$ cat src/rtl/type_buffer.sv
// Keystroke-to-text writer: builds the typed-text array and correctness mask for the renderer.
// Optional TYPE_BUFFER_STRICT_EN: mismatched characters are rejected instead of written.
module type_buffer #(
    parameter  int SLOTS = 25,
    parameter  int CNT_W = 16,
    localparam int LW    = $clog2(SLOTS + 1)
) (
    input  logic               clk_i,
    input  logic               rst_i,
    input  logic               start_i,
    input  logic [5*SLOTS-1:0] target_i,
    input  logic               key_valid_i,
    input  logic [4:0]         key_code_i,
    input  logic               key_bksp_i,
    output logic [5*SLOTS-1:0] type_o,
    output logic [SLOTS-1:0]   correct_o,
    output logic [LW-1:0]      len_o,
    output logic               busy_o,
    output logic               done_o,
    output logic               done_pulse_o,
    output logic [CNT_W-1:0]   key_cnt_o,
    output logic [CNT_W-1:0]   err_cnt_o
);

    typedef enum logic [1:0] {
        IDLE,
        TYPING,
        DONE
    } state_e;

    state_e             state_q, state_d;
    logic [5*SLOTS-1:0] tgt_q, tgt_d;
    logic [LW-1:0]      tlen_q, tlen_d;
    logic [5*SLOTS-1:0] type_q, type_d;
    logic [SLOTS-1:0]   correct_q, correct_d;
    logic [LW-1:0]      len_q, len_d;
    logic [CNT_W-1:0]   key_cnt_q, key_cnt_d;
    logic [CNT_W-1:0]   err_cnt_q, err_cnt_d;
    logic               pulse_q, pulse_d;

    logic [LW-1:0]      tlen_start;
    logic [SLOTS-1:0]   tmask;
    logic               key_ok;
    logic               match;
    logic               wr;
    logic               err;

    // Target length is the position of the first empty slot.
    always_comb begin
        tlen_start = LW'(SLOTS);
        for (int i = SLOTS - 1; i >= 0; i--) begin
            if (target_i[5*i +: 5] == 5'd0) begin
                tlen_start = LW'(i);
            end
        end
    end

    always_comb begin
        tmask = '0;
        for (int i = 0; i < SLOTS; i++) begin
            tmask[i] = (i < int'(tlen_q));
        end
    end

    assign key_ok = key_valid_i && (key_code_i != 5'd0) &&
                    (key_code_i <= 5'd27) && (len_q < tlen_q);
    assign match  = (key_code_i == tgt_q[5*len_q +: 5]);

`ifdef TYPE_BUFFER_STRICT_EN
    assign wr  = key_ok && match;
    assign err = key_ok && !match;
`else
    assign wr  = key_ok;
    assign err = key_ok && !match;
`endif

    always_comb begin
        state_d   = state_q;
        tgt_d     = tgt_q;
        tlen_d    = tlen_q;
        type_d    = type_q;
        correct_d = correct_q;
        len_d     = len_q;
        key_cnt_d = key_cnt_q;
        err_cnt_d = err_cnt_q;
        pulse_d   = 1'b0;

        if (start_i) begin
            tgt_d     = target_i;
            tlen_d    = tlen_start;
            type_d    = '0;
            correct_d = '0;
            len_d     = '0;
            key_cnt_d = '0;
            err_cnt_d = '0;
            state_d   = TYPING;
        end else if (state_q == TYPING) begin
            if (key_bksp_i) begin
                if (len_q != '0) begin
                    len_d                 = len_q - 1'b1;
                    type_d[5*len_d +: 5]  = 5'd0;
                    correct_d[len_d]      = 1'b0;
                end
            end else begin
                if (wr) begin
                    type_d[5*len_q +: 5] = key_code_i;
                    correct_d[len_q]     = match;
                    len_d                = len_q + 1'b1;
                    if (!(&key_cnt_q)) begin
                        key_cnt_d = key_cnt_q + 1'b1;
                    end
                end
                if (err && !(&err_cnt_q)) begin
                    err_cnt_d = err_cnt_q + 1'b1;
                end
            end
            // Finished only when every target slot holds the right character.
            if (len_d == tlen_q && (correct_d & tmask) == tmask) begin
                state_d = DONE;
                pulse_d = 1'b1;
            end
        end
    end

    always_ff @(posedge clk_i or posedge rst_i) begin
        if (rst_i) begin
            state_q   <= IDLE;
            tgt_q     <= '0;
            tlen_q    <= '0;
            type_q    <= '0;
            correct_q <= '0;
            len_q     <= '0;
            key_cnt_q <= '0;
            err_cnt_q <= '0;
            pulse_q   <= 1'b0;
        end else begin
            state_q   <= state_d;
            tgt_q     <= tgt_d;
            tlen_q    <= tlen_d;
            type_q    <= type_d;
            correct_q <= correct_d;
            len_q     <= len_d;
            key_cnt_q <= key_cnt_d;
            err_cnt_q <= err_cnt_d;
            pulse_q   <= pulse_d;
        end
    end

    assign type_o       = type_q;
    assign correct_o    = correct_q;
    assign len_o        = len_q;
    assign busy_o       = (state_q == TYPING);
    assign done_o       = (state_q == DONE);
    assign done_pulse_o = pulse_q;
    assign key_cnt_o    = key_cnt_q;
    assign err_cnt_o    = err_cnt_q;

endmodule

$ cat config.mk
export PLATFORM = sky130hd
export DESIGN_NAME = type_buffer
export DESIGN_NICKNAME = d
export VERILOG_FILES = /design/src/rtl/type_buffer.sv
export SDC_FILE = /design/constraint.sdc
export NUM_CORES = 1
export LEC_CHECK = 0
export CORE_MARGIN = 2
export CORE_UTILIZATION = 40
export DETAILED_ROUTE_END_ITERATION = 6
export PLACE_DENSITY = 0.72
export SLEW_MARGIN = 40
export SYNTH_ARGS = -nofsm -noshare
export SYNTH_HDL_FRONTEND = slang
export SYNTH_SLANG_ARGS = --single-unit
$ cat constraint.sdc
create_clock -name clk_i -period 25.1 [get_ports clk_i]
set_clock_uncertainty 0.1 [all_clocks]
set_input_delay 5.02 -clock clk_i [delete_from_list [all_inputs] [get_ports clk_i]]
set_output_delay 5.02 -clock clk_i [all_outputs]
set_load 0.005 [all_outputs]
=== Word level (Yosys, flattened, before mapping) ===
Index checks and enable logic that the tools add are counted.

* Reduce and logical (&&, ||, !) cells: 48
* Muxes and demuxes: 66
* Bitwise operators: 3
* Add/subtract/negate cells: 6
* Order comparisons: 31
* $mul: 2
* Shifts and indexed selects: 5
* Eq/ne operators: 8

{| class="wikitable"
|+ Operators with widths
! operator !! count
|-
| $mux W125 || 5
|-
| $bwmux W125 || 2
|-
| $shift A5 B34 Y125 const A || 2
|-
| $mux W25 || 7
|-
| $mux W5 || 31
|-
| $mux W16 || 9
|-
| $logic_not A5 Y1 || 25
|-
| $shiftx A125 B9 Y5 || 1
|-
| $shiftx A5 B34 Y125 || 1
|-
| $shiftx A5 B34 Y125 const A || 1
|-
| $neg A8 Y34 || 2
|-
| $and A25 B25 Y25 || 2
|-
| $lt A5 B5 Y1 const A || 9
|-
| $lt A4 B5 Y1 const A || 8
|-
| $add A16 B1 Y16 const B || 2
|-
| $reduce_and A16 Y1 || 2
|-
| $bwmux W25 || 1
|-
| $eq A25 B25 Y1 || 1
|-
| $not A25 Y25 || 1
|-
| $lt A3 B5 Y1 const A || 4
|-
| $mul A3 B5 Y8 const A || 2
|-
| $lt A5 B6 Y1 const B || 2
|-
| $demux W1 S5 || 2
|-
| $eq A5 B5 Y1 || 2
|-
| other kinds (21) || 45
|}

* Input bits: 135
* Register bits: 320
* Logic and storage cells: 178
* Output and inout port bits: 190

=== Longest topological paths before layout ===
Gate-level depths: netlist (run 1).

* Depth in word-level cells: 26
* Mapped depth: 20

=== Worst setup path before layout (run 1) ===
Ideal clock, no wire load.

* Path type: input to register
* Start point: in key_code_i[3]
* End point: reg pulse_q (netlist: done_pulse_o)
* Path buffers: 2
* Data arrival time: 7.556 ns
* Library setup time: 0.068 ns
* Stages on the path: 12
* Data required time: 24.932 ns
* Slack: 17.376 ns
* Cells stage by stage: clkbuf_1 > nor3_1 > nand2_1 > o211a_1 > clkbuf_1 > nand3_1 > a32oi_1 > o311ai_0 > or4_1 > or4b_1 > a21oi_1 > and4b_1

* Cells in the longest elaborated chain, start to end: 14

{| class="wikitable"
|+ Ends and longest elaborated chain
! what !! RTL line !! text
|-
| from (decl) || 13 || <nowiki>input logic [4:0] key_code_i,</nowiki>
|-
| parallel branches: the longest is 10 deep, another holds $le A5 B5 Y1 || n/a ||
|-
| $logic_and A1 B1 Y1 (*) || 118 || <nowiki>if (len_d == tlen_q && (correct_d & tmask) == tmask) begin</nowiki>
|-
| $mux W1 (*) || 118 ||
|-
| $mux W1 (*) || 97 || <nowiki>end else if (state_q == TYPING) begin</nowiki>
|-
| $mux W1 (*) || 88 || <nowiki>if (start_i) begin</nowiki>
|-
| named net pulse_d || 39 || <nowiki>logic pulse_q, pulse_d;</nowiki>
|-
| to (signal assigned) || 145 || <nowiki>pulse_q <= pulse_d;</nowiki>
|-
| to (decl) || 39 ||
|}

Mark *: on every way through the listed nets, which the timed path passes. The select of a mux whose other input is x is not followed.
A chain may end at the register's enable or synchronous reset.

=== Final worst setup path (run 1) ===
* Start point: in key_code_i[2]
* End point: reg pulse_q (netlist: done_pulse_o)

Same word-level chain as after synthesis.

==> impl_metrics.sql, run 1 <==
INSERT INTO impl_metrics (metric_group, metric, value, unit) VALUES
('power', 'seqPwrFrac', '30.1', '%'),
('floorplanning', 'coreArea', '42890', 'um2'),
('yosys', 'postSynthRegisterBits', '320', ''),
('critical_path', 'setup.worst_path.end_class', 'flop', ''),
('yosys', 'synthAdderAreaFrac', '1.011', '%'),
('route', 'drt-total-wl', '63.04', 'mm'),
('power', 'p_sw', '0.7633', 'mW'),
('yosys', 'synth.top_cells.by_area', 'sky130_fd_sc_hd__dfrtp_1, sky130_fd_sc_hd__mux2_2, sky130_fd_sc_hd__nand2_1, sky130_fd_sc_hd__nor2_1, sky130_fd_sc_hd__o21ai_0', ''),
('power', 'clock_power_share', '30.4', '%'),
('floorplanning', 'die_width', '212.1', 'um'),
('placement', 'detailed_place_hpwl', '46.45', 'mm'),
('grt', 'globalRouteMet2Util', '45.14', '%'),
('route', 'post_drt_via_cell_ratio', '5.991', ''),
('cts', 'cts_buffers', '36', ''),
('critical_path', 'critical_path.cell_chain', 'clkdlybuf4s50_1 > nand3_1 > and4b_1 > o211a_1 > nand2_1 > o311ai_0 > o2111ai_1 > or4_1 > or4b_1 > a21oi_1 > and4b_1', ''),
('yosys', 'post_synth_instance_area', '17320', 'um2'),
('grt', 'maximum_number_of_pins_on_one_net_before_global_route_repair', '83', ''),
('grt', 'grt_pass1_wl', '96.33', 'mm'),
('grt', 'gr-max-usage-layer', 'met2', ''),
('power', 'netSwitchingFraction', '40.03', '%'),
('grt', 'vias_in_the_first_global_route', '15760', ''),
('sta', 'drv_slew', '0', ''),
('layout', 'share_of_layout_cells_above_drive_strength_1', '13.45', '%'),
('critical_path', 'critPathMaxFanout', '24', ''),
('critical_path', 'required_arrival_time_at_the_worst_endpoint', '25490', 'ps'),
('yosys', 'synth-main-ff-cell', 'sky130_fd_sc_hd__dfrtp_1', ''),
('critical_path', 'worstSetupPathType', 'primary input to flop', ''),
('grt', 'global_route.overflow_total', '0', ''),
('route', 'ant_nets', '0', ''),
('power', 'static-leakage-power', '8.887', 'nW'),
('floorplanning', 'die_h', '212.1', 'um'),
('critical_path', 'crit_top_cell', 'sky130_fd_sc_hd__and4b_1', ''),
('route', 'first_pass_iters', '6', ''),
('yosys', 'yosysWarningCount', '0', ''),
('cts', 'cts_root_buffer', 'sky130_fd_sc_hd__clkbuf_16', ''),
('flow_run', 'maxCapViolCount', '0', ''),
('route', 'route.vias.total', '15850', ''),
('route', 'remaining_drc_errors', '0', ''),
('yosys', 'yosysSeqAreaShare', '46.24', '%'),
('cts', 'clock_tree_buffer_depth', '3', ''),
('critical_path', 'critPathSlowestCell', 'sky130_fd_sc_hd__clkdlybuf4s50_1', ''),
('layout', 'final_core_util', '52.13', '%'),
('critical_path', 'critical_path_arrival', '9340', 'ps'),
('yosys', 'commonest_cells_post_synth', 'sky130_fd_sc_hd__dfrtp_1, sky130_fd_sc_hd__nand2_1, sky130_fd_sc_hd__nor2_1, sky130_fd_sc_hd__mux2_2, sky130_fd_sc_hd__o21ai_0', ''),
('power', 'ir_drop', '0.00005537', 'V'),
('yosys', 'netlist.area_leader.share', '46.24', '%'),
('yosys', 'synth_enable_flop_cells', '0', ''),
('floorplanning', 'initial_utilization', '40.38', '%'),
('sta', 'layout_min_cycle_time', '8946', 'ps'),
('floorplanning', 'boundaryPins', '325', ''),
('cts', 'cts_post_setup_buffers_inserted', '0', ''),
('sta', 'final.setup.tns', '0', 'ps'),
('grt', 'antenna_violations_before_repair', '1', ''),
('cts', 'cts.htree.levels', '2', ''),
('floorplanning', 'dieArea', '44980', 'um2'),
('sta', 'setup_viol', '0', ''),
('critical_path', 'worst_path_largest_cell_delay', '780', 'ps'),
('sta', 'timing_worst_slew_pin_value', '866.0', 'ps'),
('sta', 'fmax', '111.8', 'MHz'),
('cts', 'tritoncts', 'built', ''),
('yosys', 'synthesis.area_per_instance', '9.873', 'um2'),
('cts', 'source_to_sink_clock_delay_at_the_later_pin_of_the_worst_skew_pair', '570', 'ps'),
('cts', 'clock-sinks', '320', ''),
('route', 'drt_first_iter_violations', '1532', ''),
('cts', 'hold_buffers', '0', ''),
('status', 'status', 'complete, no violations', ''),
('layout', 'synthToLayoutAreaGrowth', '29.09', '%'),
('yosys', 'main_combinational_cell_family_by_area_after_synthesis', 'simple AND/OR/NAND/NOR gates', ''),
('yosys', 'netlist_instances', '1754', ''),
('power', 'finalPower', '1.907', 'mW'),
('route', 'routedWlPerCell', '23.83', 'um');
-- power groups by stage --
stage / logic, mW / clock network [mW] / registers (mW)
2_1_floorplan: 0.482 / 0 / 0.573
3_3_place_gp: 0.720 / 0 / 0.582
3_5_place_dp: 0.728 / 0 / 0.583
4_1_cts: 0.732 / 0.587 / 0.574
5_1_grt: 0.798 / 0.608 / 0.578
6_report: 0.753 / 0.579 / 0.575
-- critical path: cells and delay by family --
family                 cells  cell delay [ps]
and+or+nand+nor            6             2170
AOI/OAI and AO/OA          4             1360
buffers and inverters      1              780
-- cell usage in the layout (no fill, tap or decap), types with 16 or more instances in the layout --
| cell type | n |
|---|---|
| sky130_fd_sc_hd__or3_1 | 20 |
| sky130_fd_sc_hd__and3_1 | 22 |
| sky130_fd_sc_hd__clkbuf_16 | 36 |
| sky130_fd_sc_hd__inv_1 | 28 |
| sky130_fd_sc_hd__nand3_1 | 53 |
| sky130_fd_sc_hd__a31oi_1 | 16 |
| sky130_fd_sc_hd__o21ai_0 | 102 |
| sky130_fd_sc_hd__a211oi_1 | 17 |
| sky130_fd_sc_hd__nor2_1 | 164 |
| sky130_fd_sc_hd__nand2_1 | 180 |
| sky130_fd_sc_hd__a21oi_1 | 75 |
| sky130_fd_sc_hd__mux2i_1 | 37 |
| sky130_fd_sc_hd__xnor2_1 | 33 |
| sky130_fd_sc_hd__dfrtp_1 | 318 |
| sky130_fd_sc_hd__mux2_2 | 152 |
| sky130_fd_sc_hd__nor2b_1 | 16 |
| sky130_fd_sc_hd__clkdlybuf4s50_1 | 323 |
| sky130_fd_sc_hd__a22o_1 | 38 |
| sky130_fd_sc_hd__o31ai_1 | 23 |
| sky130_fd_sc_hd__nor3_1 | 51 |
| sky130_fd_sc_hd__nand2b_1 | 25 |
| sky130_fd_sc_hd__or4_1 | 19 |
| sky130_fd_sc_hd__o22ai_1 | 28 |
-- through the flow --
step                instances  hold WS, ps  setup slack [ps]  instance area [um2]
floorplan                1754        367.3             11120                17320
global placement         2577        369.3             15740                20970
detailed placement       2579        372.5             15520                21020
CTS                      2644        386.5             16130                22320
global route             2645        400.0             15920                22360
finish                   2645        379.2             16150                22360
-- logic make-up (layout without fill, tap and decap cells) --
kind of cell / count (synthesis) / count (layout)
AOI/OAI and AO/OA: 419 / 419
xor gates and xnor gates: 42 / 42
adders and majority gates: 14 / 14
buffers and inverters: 136 / 441
DFF: 320 / 320
muxes: 200 / 200
other: 0 / 1
and+or+nand+nor: 623 / 623
-- sequential cells by signal, indices dropped and copies added (netlist names) --
signal        flops
done_pulse_o      1
tlen_q            5
tgt_q           125
err_cnt_o        16
state_q           2
correct_o        25
len_o             5
type_o          125
key_cnt_o        16
-- path summary, 6_finish.rpt --
path / start / endpoint / slack (ps) / depth (start not counted)
max: key_code_i[2] / done_pulse_o$_DFF_PP0_ / 16150 / 11
min: type_o[123]$_DFFE_PP0P_ / type_o[123]$_DFFE_PP0P_ / 380 / 2
max reg2reg: len_o[0]$_DFFE_PP0N_ / done_pulse_o$_DFF_PP0_ / 19600 / 15
min reg2reg: type_o[123]$_DFFE_PP0P_ / type_o[123]$_DFFE_PP0P_ / 380 / 2
max in group asynchronous: rst_i / key_cnt_o[2]$_DFFE_PP0P_ / 18850 / 3
min in group asynchronous: rst_i / type_o[81]$_DFFE_PP0P_ / 4850 / 2
-- area by class of cell --
class	instances	area (um2)
Timing Repair Buffer	343	3418
Multi-Input combinational cell	1298	8762
Fill cell	3803	20530
Clock buffer	49	1030
Tap cell	585	732.0
Inverter	33	131.4
Clock inverter	16	270.3
Antenna cell	1	2.502
Sequential cell	320	8010
-- routing by layer --
metal / vias to the layer above / routed length [um] / part of all wire (%)
met5: - / 0 / 0
met4: 0 / 2487 / 3.9
met3: 161 / 4674 / 7.4
met2: 775 / 29560 / 47
met1: 7900 / 26320 / 42
li1: 7011 / - / -
Note: power is estimated with default switching activity, not from simulation.
==> run 2: changes to the inputs <==
==> constraint.sdc (replaced) <==
create_clock -name clk_i -period 9.15 [get_ports clk_i]
set_clock_uncertainty 0.1 [all_clocks]
set_input_delay 1.83 -clock clk_i [delete_from_list [all_inputs] [get_ports clk_i]]
set_output_delay 1.83 -clock clk_i [all_outputs]
set_load 0.005 [all_outputs]
==> run 2 against run 1 <==
Die area is the same. Largest power group unchanged. Via count down 0.16%. Core utilization decreased by 0.058 points. Total power rose to 2.7 times the previous value. Routed wire length decreased by 0.57%. Combinational power rose to 2.7 times the previous value. Critical path depth shrank 1. Design area shrank 0.11%. Sequential power increased to 2.8 times the previous value. Count of clock-buffer cells in the layout rose by 1. Largest cell class unchanged.
==> impl_metrics.sql, run 2 (synthesized netlist as in run 1, its figures left out) <==
INSERT INTO impl_metrics (metric_group, metric, value, unit) VALUES
('floorplanning', 'die_h', '212.1', 'um'),
('critical_path', 'critical_path_arrival', '6180', 'ps'),
('power', 'clock_power_share', '29.7', '%'),
('grt', 'global_route.overflow_total', '0', ''),
('floorplanning', 'initial_utilization', '40.38', '%'),
('route', 'post_drt_via_cell_ratio', '5.968', ''),
('route', 'drt-total-wl', '62.68', 'mm'),
('power', 'static-leakage-power', '8.902', 'nW'),
('cts', 'source_to_sink_clock_delay_at_the_later_pin_of_the_worst_skew_pair', '570', 'ps'),
('placement', 'port_buffer_cells', '324', ''),
('cts', 'clock_tree_buffer_depth', '3', ''),
('cts', 'cts_post_setup_buffers_inserted', '0', ''),
('sta', 'drv_slew', '0', ''),
('cts', 'cts_buffers', '37', ''),
('layout', 'layout_common_cells', 'sky130_fd_sc_hd__clkdlybuf4s50_1, sky130_fd_sc_hd__dfrtp_1, sky130_fd_sc_hd__nand2_1', ''),
('sta', 'relSlewSlack', '44.10', '%'),
('power', 'intPower', '3.106', 'mW'),
('critical_path', 'worstSetupPathType', 'primary input to flop', ''),
('layout', 'post_layout_nonfiller_instances', '2651', ''),
('flow_run', 'maxCapViolCount', '0', ''),
('min_path', 'worst_hold_path_type', 'flop to flop', ''),
('layout', 'mostFrequentLayoutCell', 'sky130_fd_sc_hd__clkdlybuf4s50_1', ''),
('cts', 'post_cts.resized_instances', '0', ''),
('power', 'ir_drop', '0.0001322', 'V'),
('power', 'netSwitchingFraction', '39.96', '%'),
('cts', 'path_clk_slew', '60', 'ps'),
('route', 'route.vias.total', '15820', ''),
('floorplanning', 'die_width', '212.1', 'um'),
('route', 'drt_first_iter_violations', '1456', ''),
('grt', 'vias_in_the_first_global_route', '15710', ''),
('critical_path', 'critPathMaxFanout', '43', ''),
('layout', 'share_of_layout_cells_above_drive_strength_1', '13.48', '%'),
('critical_path', 'setup.worst_path.start_class', 'primary input', ''),
('power', 'power_density', '231.6', 'nW/um2'),
('route', 'routedWlPerCell', '23.64', 'um'),
('cts', 'cts.htree.levels', '2', ''),
('sta', 'timing_worst_slew_pin_value', '835.9', 'ps'),
('layout', 'final_core_util', '52.07', '%'),
('cts', 'tritoncts', 'built', ''),
('floorplanning', 'coreArea', '42890', 'um2'),
('power', 'finalPower', '5.173', 'mW'),
('grt', 'grt_pass1_wl', '95.14', 'mm'),
('sta', 'fmax', '171.4', 'MHz'),
('grt', 'maximum_number_of_pins_on_one_net_before_global_route_repair', '86', ''),
('critical_path', 'required_arrival_time_at_the_worst_endpoint', '9490', 'ps'),
('power', 'p_sw', '2.067', 'mW'),
('cts', 'cts_root_buffer', 'sky130_fd_sc_hd__clkbuf_16', ''),
('route', 'remaining_drc_errors', '0', ''),
('sta', 'grt_setup_unrepaired', 'no', ''),
('layout', 'nNetsFinal', '2188', ''),
('floorplanning', 'boundaryPins', '325', ''),
('critical_path', 'setup.worst_path.end_class', 'flop', ''),
('placement', 'detailed_place_hpwl', '46.41', 'mm'),
('route', 'ant_nets', '0', ''),
('power', 'seqPwrFrac', '30.7', '%'),
('sta', 'period_share', '63.76', '%'),
('floorplanning', 'rows', '76', ''),
('cts', 'hold_buffers', '0', ''),
('grt', 'antenna_violations_before_repair', '3', ''),
('cts', 'clock-sinks', '320', ''),
('layout', 'synthToLayoutAreaGrowth', '28.95', '%'),
('sta', 'finalHoldViolCount', '0', ''),
('sta', 'layout_min_cycle_time', '5834', 'ps'),
('sta', 'setup_viol', '0', ''),
('sta', 'final.setup.tns', '0', 'ps'),
('placement', 'gp_congestion', '1.005', ''),
('status', 'status', 'complete, no violations', ''),
('route', 'first_pass_iters', '5', ''),
('grt', 'overall_global_routing_resource_usage', '27.70', '%'),
('floorplanning', 'dieArea', '44980', 'um2'),
('placement', 'numPlacedInstances', '2585', ''),
('power', 'power.combinational.fraction', '39.6', '%');
## run 2: power groups by stage
| stage | Combinational (mW) | Clock [mW] | Sequential, mW |
|---|---|---|---|
| detailed placement | 1.98 | 0 | 1.61 |
| global placement | 1.96 | 0 | 1.61 |
| finish | 2.05 | 1.54 | 1.59 |
| floorplan | 1.32 | 0 | 1.57 |
| CTS | 1.99 | 1.57 | 1.58 |
| global route | 2.17 | 1.62 | 1.59 |
## run 2: worst paths after layout
check / startpoint / end / slack [ps] / cells past startpoint
worst max register to register: len_o[1]$_DFFE_PP0N_ / done_pulse_o$_DFF_PP0_ / 3960 / 15
min in group asynchronous: rst_i / tgt_q[27]$_DFFE_PP0P_ / 1590 / 2
worst min register to register: type_o[124]$_DFFE_PP0P_ / type_o[124]$_DFFE_PP0P_ / 380 / 2
max in group asynchronous: rst_i / tgt_q[9]$_DFFE_PP0P_ / 5710 / 4
worst min-delay path: type_o[124]$_DFFE_PP0P_ / type_o[124]$_DFFE_PP0P_ / 380 / 2
worst max-delay path: key_bksp_i / type_o[56]$_DFFE_PP0P_ / 3320 / 10
## run 2: cell type report
class | count | area, um2
clock buffers | 50 | 1066
multi-input cells | 1298 | 8746
well taps | 585 | 732.0
fillers | 3805 | 20550
diodes | 3 | 7.507
flip-flops and latches | 320 | 8010
clock inverters | 13 | 182.7
inverters | 33 | 127.6
repair buffers | 349 | 3460
## run 2: through the flow
step           cell area, um2  hold WS (ps)  setup WS (ps)
2_1_floorplan           17320         367.3           2953
3_3_place_gp            21020         368.4           2971
3_5_place_dp            21060         372.0           2784
4_1_cts                 22310         385.3           3382
5_1_grt                 22330         408.4           3148
6_report                22330         378.4           3316
## run 2: layer usage
| metal | vias up | GRT usage, % | routed length (um) |
|---|---|---|---|
| met4 | 0 | 11.73 | 2620 |
| met5 | - | 0 | 0 |
| li1 | 7043 | - | - |
| met1 | 7826 | 36.47 | 25710 |
| met2 | 781 | 44.97 | 29700 |
| met3 | 171 | 4.993 | 4646 |
## run 2: critical path, cell delays in order
cell                              delay [ps]
sky130_fd_sc_hd__clkdlybuf4s50_1         400
sky130_fd_sc_hd__buf_4                   280
sky130_fd_sc_hd__inv_1                   600
sky130_fd_sc_hd__o2111a_1                800
sky130_fd_sc_hd__o21ai_1                 400
sky130_fd_sc_hd__nand2_1                 350
sky130_fd_sc_hd__nand2b_1                250
sky130_fd_sc_hd__nor3b_1                 710
sky130_fd_sc_hd__nor3_1                  260
sky130_fd_sc_hd__a22o_1                  260
